==> src/rtl/bipolar_3_level_decode.sv <==
// Bipolar (AMI-style) three-level line decoder: deserializes strobed symbols LSB-first,
// flags bipolar violations, and hands complete words downstream over a valid/ready port.
module bipolar_3_level_decode #(
   parameter int WIDTH = 8,
   parameter int CNT_W = 16
) (
   input  logic             CLK,
   input  logic             CPU_RESET,
   input  logic             IN_VALID,
   input  logic             IN_ENCODED,
   input  logic             IN_SIGN,
   input  logic             CLR_ERR,
   input  logic             OUT_READY,
   output logic [WIDTH-1:0] OUT_DATA,
   output logic             OUT_VALID,
   output logic             BPV,
   output logic [CNT_W-1:0] VIOL_CNT,
   output logic             OVERRUN
);

   localparam int BIT_W = (WIDTH > 1) ? $clog2(WIDTH) : 1;
   localparam logic [BIT_W-1:0] LAST_BIT = BIT_W'(WIDTH - 1);
   localparam logic [CNT_W-1:0] CNT_MAX  = {CNT_W{1'b1}};

   logic [WIDTH-1:0] shift_reg, shift_next;
   logic [BIT_W-1:0] bit_cnt_reg, bit_cnt_next;
   logic [WIDTH-1:0] out_data_reg, out_data_next;
   logic             out_valid_reg, out_valid_next;
   logic             bpv_reg, bpv_next;
   logic [CNT_W-1:0] viol_cnt_reg, viol_cnt_next;
   logic             overrun_reg, overrun_next;
   logic             pol_reg, pol_next;
   logic             have_mark_reg, have_mark_next;

   logic             data_bit;
   logic             is_mark;
   logic             viol;
   logic             word_done;
   logic             slot_free;
   logic [WIDTH-1:0] word_full;

   // A mark is the low line level; its polarity only matters relative to the previous mark.
   always_comb begin
      data_bit  = ~IN_ENCODED;
      is_mark   = IN_VALID & ~IN_ENCODED;
      viol      = is_mark & have_mark_reg & (IN_SIGN == pol_reg);
      word_done = IN_VALID & (bit_cnt_reg == LAST_BIT);
      slot_free = ~out_valid_reg | OUT_READY;
      word_full = {data_bit, shift_reg[WIDTH-1:1]};
   end

   always_comb begin
      shift_next     = shift_reg;
      bit_cnt_next   = bit_cnt_reg;
      pol_next       = pol_reg;
      have_mark_next = have_mark_reg;
      if (IN_VALID) begin
         shift_next   = word_full;
         bit_cnt_next = word_done ? '0 : bit_cnt_reg + 1'b1;
      end
      if (is_mark) begin
         pol_next       = IN_SIGN;
         have_mark_next = 1'b1;
      end
   end

   // A word completing while the held word is still pending is dropped, not queued.
   always_comb begin
      out_data_next  = out_data_reg;
      out_valid_next = out_valid_reg;
      if (word_done && slot_free) begin
         out_data_next  = word_full;
         out_valid_next = 1'b1;
      end else if (out_valid_reg && OUT_READY) begin
         out_valid_next = 1'b0;
      end
   end

   always_comb begin
      bpv_next      = viol;
      viol_cnt_next = viol_cnt_reg;
      overrun_next  = overrun_reg;
      if (CLR_ERR) begin
         viol_cnt_next = viol ? CNT_W'(1) : '0;
         overrun_next  = word_done & ~slot_free;
      end else begin
         if (viol && viol_cnt_reg != CNT_MAX)
            viol_cnt_next = viol_cnt_reg + 1'b1;
         if (word_done && !slot_free)
            overrun_next = 1'b1;
      end
   end

   always_ff @(posedge CLK) begin
      if (!CPU_RESET) begin
         shift_reg     <= '0;
         bit_cnt_reg   <= '0;
         out_data_reg  <= '0;
         out_valid_reg <= 1'b0;
         bpv_reg       <= 1'b0;
         viol_cnt_reg  <= '0;
         overrun_reg   <= 1'b0;
         pol_reg       <= 1'b0;
         have_mark_reg <= 1'b0;
      end else begin
         shift_reg     <= shift_next;
         bit_cnt_reg   <= bit_cnt_next;
         out_data_reg  <= out_data_next;
         out_valid_reg <= out_valid_next;
         bpv_reg       <= bpv_next;
         viol_cnt_reg  <= viol_cnt_next;
         overrun_reg   <= overrun_next;
         pol_reg       <= pol_next;
         have_mark_reg <= have_mark_next;
      end
   end

   assign OUT_DATA  = out_data_reg;
   assign OUT_VALID = out_valid_reg;
   assign BPV       = bpv_reg;
   assign VIOL_CNT  = viol_cnt_reg;
   assign OVERRUN   = overrun_reg;

endmodule

==> config.mk <==
export PLATFORM = sky130hd
export DESIGN_NAME = bipolar_3_level_decode
export DESIGN_NICKNAME = d
export VERILOG_FILES = /design/src/rtl/bipolar_3_level_decode.sv
export SDC_FILE = /design/constraint.sdc
export NUM_CORES = 1
export LEC_CHECK = 0
export ABC_AREA = 1
export BUFFER_PORTS_ARGS = -buffer_cell sky130_fd_sc_hd__buf_2
export CORE_ASPECT_RATIO = 1.75
export CORE_MARGIN = 2
export CORE_UTILIZATION = 45
export DETAILED_ROUTE_END_ITERATION = 16
export PLACE_DENSITY = 0.67
export SYNTH_ARGS = -nofsm -noshare
export SYNTH_HDL_FRONTEND = slang
export SYNTH_SLANG_ARGS = --single-unit
==> constraint.sdc <==
create_clock -name CLK -period 1.75 [get_ports CLK]
set_clock_uncertainty 0.05 [all_clocks]
set_input_delay 0.0875 -clock CLK [delete_from_list [all_inputs] [get_ports CLK]]
set_output_delay 0.0875 -clock CLK [all_outputs]
set_load 0.02 [all_outputs]
## Word level (Yosys, flattened, before mapping)

Cells that the tools add are included.

- Bits in registers: 40
- Input bits: 7
- Output and inout port bits: 27
- Word-level logic and storage cells: 39

- Add/sub/neg operators: 2
- Eq/ne operators: 3
- Mux-type cells: 8
- Bitwise operators: 9
- Reduce and logical (&&, ||, !) cells: 8

Operators by type and width:

| cell | count |
|---|---|
| $mux 16 | 2 |
| $add 16x1->16 const B | 1 |
| $ne 16x16->1 const B | 1 |
| $reduce_bool 2->1 | 3 |
| $and 1x1->1 | 5 |
| $mux 1 | 5 |
| $logic_and 1x1->1 | 4 |
| $add 3x1->3 const B | 1 |
| $eq 3x3->1 const B | 1 |
| $mux 3 | 1 |
| $not 1->1 | 3 |
| $eq 1x1->1 | 1 |
| $logic_not 1->1 | 1 |
| $or 1x1->1 | 1 |

## Depth between registers and ports, before layout

- Depth after elaboration: 7
- Depth in mapped cells: 9
- Mapped depth without buffers: 9

## Least setup slack after synthesis

OpenSTA, ideal clock, no wires.

- Kind: flip-flop to flip-flop
- Start: register viol_cnt_reg[0], in the netlist VIOL_CNT[0]
- End: register viol_cnt_reg[2], in the netlist VIOL_CNT[2]
- Setup time: 0.070 ns
- Arrival time: 1.566 ns
- Required time: 1.630 ns
- Slack: 0.063 ns
- Cell stages (with the launch flop): 9
- Buffers on the path: 1
- Clock period less this slack: 1.687 ns
- Cells stage by stage: dfxtp_1 ha_1 nand2_1 nor2_4 nand2_2 o21ai_2 buf_6 nand3_1 a21oi_1

- Cells in the longest elaborated chain, start to end: 3
- Elaborated cells on any way between the ends: 6
- Classes of those cells: add/sub (1); eq/ne (1); mux (2); reduce/logical (2)

RTL lines:

| element | line | RTL |
|---|---|---|
| start, declared | 30 | `logic [CNT_W-1:0] viol_cnt_reg, viol_cnt_next;` |
| start signal, assigned | 111 | `viol_cnt_reg <= viol_cnt_next;` |
| $add 16x1->16 / $ne 16x16->1 (equally long branches) | 88, 87 |  |
| $mux 16 / $logic_and 1x1->1 (equally long branches) | 87 | `if (viol && viol_cnt_reg != CNT_MAX)` |
| $mux 16 / $reduce_bool 2->1 (equally long branches) | - |  |

Several ways; a longest one is shown, not always the timed one. The select of a mux whose other input is x is not followed.
A chain may end at the register's enable or synchronous reset.

## Final worst setup path

- Start: input port IN_ENCODED
- End: register viol_cnt_reg[6], in the netlist VIOL_CNT[6]

- Cells in the longest elaborated chain, start to end: 6

RTL lines:

| element | line | RTL |
|---|---|---|
| start, declared | 10 | `input logic IN_ENCODED,` |
| $not 1->1 | 45 | `is_mark = IN_VALID & ~IN_ENCODED;` |
| $and 1x1->1 | 45 |  |
| $and 1x1->1 (2 in series) | 46 | `viol = is_mark & have_mark_reg & (IN_SIGN == pol_reg);` |
| $logic_and 1x1->1 | 87 |  |
| $reduce_bool 2->1 (no line) | - |  |

Every way passes these cells.

==> impl_metrics.py <==
metrics = {
    "sta": {
        "fin_tns_setup_ns": 0,
        "hold_viol": 0,
        "max_slew.worst_pin.slew_ns": 0.411,
        "slew_headroom": 0.726,
        "holdWs_ns": 0.0263,
        "layout_setup_ws_ns": 0.138,
        "rsz0062_at_grt": "false",
        "period_share": 0.921,
        "final-setup-viol-count": 0,
        "fmax_ghz": 0.621,
        "period_needed_ns": 1.61,
        "slew_violations": 0,
    },
    "floorplan": {
        "initial_utilization": 0.460,
        "core_um2": 4070,
        "dieHeight_um": 89.3,
        "die_area_um2": 4710,
        "boundaryPins": 34,
        "die-width_um": 52.8,
        "fp-row-count": 31,
    },
    "critical_path": {
        "worstReg2RegStart": "VIOL_CNT[0]",
        "crit_start": "IN_ENCODED",
        "end_kind": "flop",
        "cp_data_arrival_time_ns": 1.78,
        "cp_max_fo": 7,
        "setup.worst_path.class": "primary input to flop",
        "crit_required_ns": 1.92,
        "start_kind": "primary input",
        "reg2regPathDepth": 8,
    },
    "finish": {
        "post-route-util": 0.579,
        "drive_above_1_share": 0.225,
        "diodes": 0,
        "fin_nets": 342,
        "fillers": 405,
        "areaGrowthSynthToFinish_pct": 26.1,
        "largest_register_ffs": 16,
    },
    "detailed_routing": {
        "antenna_left": 0,
        "drcViolationCount": 0,
        "dr.first_iter.drc_count": 45,
        "wl_per_cell_um": 12.4,
        "route.vias.total": 1908,
        "dr.pass1.iters": 4,
        "via_per_inst": 4.99,
        "drt_wl_total_mm": 4.74,
    },
    "synthesis": {
        "synth_nets": 286,
        "syn_inst": 276,
        "synth_seq_area_share": 0.417,
        "ys_types": 24,
        "synth-warning-count": 0,
        "synth_seq_cells": 39,
        "syn_area_per_cell_um2": 6.78,
        "syn_area_um2": 1870,
    },
    "clocking": {
        "cts_root_buf": "clkbuf_8",
        "clk_path_buf_depth": 2,
        "htreeDepth": 2,
        "postCtsSetupRepairBufs": 0,
        "insertion_delay_ns": 0.29,
        "cts_sinks": 39,
        "cts_buffers": 5,
        "clk_pin_slew_ns": 0.08,
        "cts_tree": "yes",
    },
    "global_route": {
        "grt-ovfl-total": 0,
        "grt_usage": 0.222,
        "antenna_found_initial": 0,
        "grt_max_degree": 22,
        "first_global_vias": 1748,
        "grt_pass1_wl_mm": 7.66,
    },
    "worst_hold_path": {
        "min_from": "OUT_READY",
        "worstHoldPathCells": 4,
        "hp-class": "primary input to flop",
    },
    "power_and_ir_drop": {
        "power_density_nw_per_um2": 767,
        "peakVddDrop_mv": 0.804,
        "total_power_w": 0.00181,
        "p_leak_nw": 1.08,
    },
    "run": {
        "maxCapViolCount": 0,
    },
    "place": {
        "place.gp.congestion": 0.823,
        "post-dp-hpwl_mm": 3.68,
        "dp_slack_ns": 0.146,
        "portBuffers": 33,
    },
    "status": {
        "outcome": "finished clean",
    },
}
[through the flow]
| step | std cells | cell area (um^2) |
|---|---|---|
| after detailed placement | 373 | 2230 |
| after CTS | 382 | 2350 |
| after global routing | 382 | 2360 |
| after global placement | 373 | 2230 |
| final | 382 | 2360 |
| after floorplan | 276 | 1870 |
[Yosys cell counts]
cell type / number / share of area
dfxtp_1: 39 / 0.42
o21bai_1: 1 / 0.0040
nor2_4: 3 / 0.018
inv_1: 25 / 0.050
nand3b_1: 1 / 0.0040
buf_1: 1 / 0.0020
inv_2: 2 / 0.0040
o21ai_0: 21 / 0.056
a21oi_1: 15 / 0.040
xor2_1: 5 / 0.023
nor2_1: 58 / 0.12
o21ai_1: 2 / 0.0053
nor2_2: 3 / 0.010
o21ai_2: 1 / 0.0047
nor3_1: 1 / 0.0027
nand3_1: 26 / 0.070
ha_1: 3 / 0.020
nand4_1: 3 / 0.010
clkinv_1: 1 / 0.0020
buf_6: 1 / 0.0060
a211oi_1: 1 / 0.0040
nand2_1: 56 / 0.11
clkbuf_1: 4 / 0.0080
nand2_2: 3 / 0.010
[worst max-delay path, cell delays in order]
cell and delay, ns:
dlygate4sd3_1 0.54, buf_2 0.14, nor2_4 0.15, nand2_2 0.08, nor2_4 0.11, inv_2 0.05, nor2_2 0.35, nand3_1 0.12
a21oi_1 0.15
[per-layer routing]
layer | wire length, um | track usage | share of wire | up-vias
met4 | 154 | 0.128 | 0.032 | 0
met1 | 1750 | 0.220 | 0.37 | 855
met5 | 0 | 0 | 0 | -
li1 | - | - | - | 994
met3 | 161 | 0.0301 | 0.034 | 14
met2 | 2670 | 0.423 | 0.56 | 45
[path summary, 6_finish.rpt]
path	slack (ns)	to
worst max-delay path	0.14	VIOL_CNT[6]
worst min-delay path	0.03	OUT_VALID
worst max register to register	0.18	VIOL_CNT[6]
worst min register to register	0.42	bit_cnt_reg[2]
[cell usage in the layout, fill, tap and decap left out, types with 2 or more instances in the layout]
master	synthesis	final
a21oi_1	15	15
buf_2	0	33
buf_4	0	20
clkbuf_8	0	5
dfxtp_1	39	39
ha_1	3	2
inv_1	25	25
inv_2	2	2
nand2_1	56	56
nand2_2	3	3
nand3_1	26	26
nand4_1	3	3
nor2_1	58	58
nor2_2	3	2
nor2_4	3	4
o21ai_0	21	21
o21ai_1	2	2
xor2_1	5	5
[power breakdown]
part           total, W  switching (W)  internal [W]
Sequential     0.000925      0.0000161      0.000909
Clock          0.000748       0.000323      0.000425
Combinational  0.000136      0.0000861     0.0000498
Total           0.00181       0.000425       0.00138
[cell type report]
type / count / area, um^2 / share of cell area
Clock inverter: 3 / 43.8 / 0.0186
Tap cell: 49 / 61.3 / 0.0260
Timing Repair Buffer: 55 / 337 / 0.143
Inverter: 28 / 105 / 0.0445
Clock buffer: 5 / 68.8 / 0.0292
Multi-Input combinational cell: 203 / 963 / 0.408
Sequential cell: 39 / 781 / 0.331
[cell families after synthesis]
group	synth area share
fa+ha+maj	0.0201
compound gates	0.114
buf+inv	0.0722
flops	0.417
xor+xnor	0.0234
simple gates	0.353
[what timing repair did]
action	CTS	global route
hold buffers	1	0
hold endpoints to repair	1	0
resized for setup	0	3
setup endpoints to repair	0	13
Power figures use the tool's default switching activity.
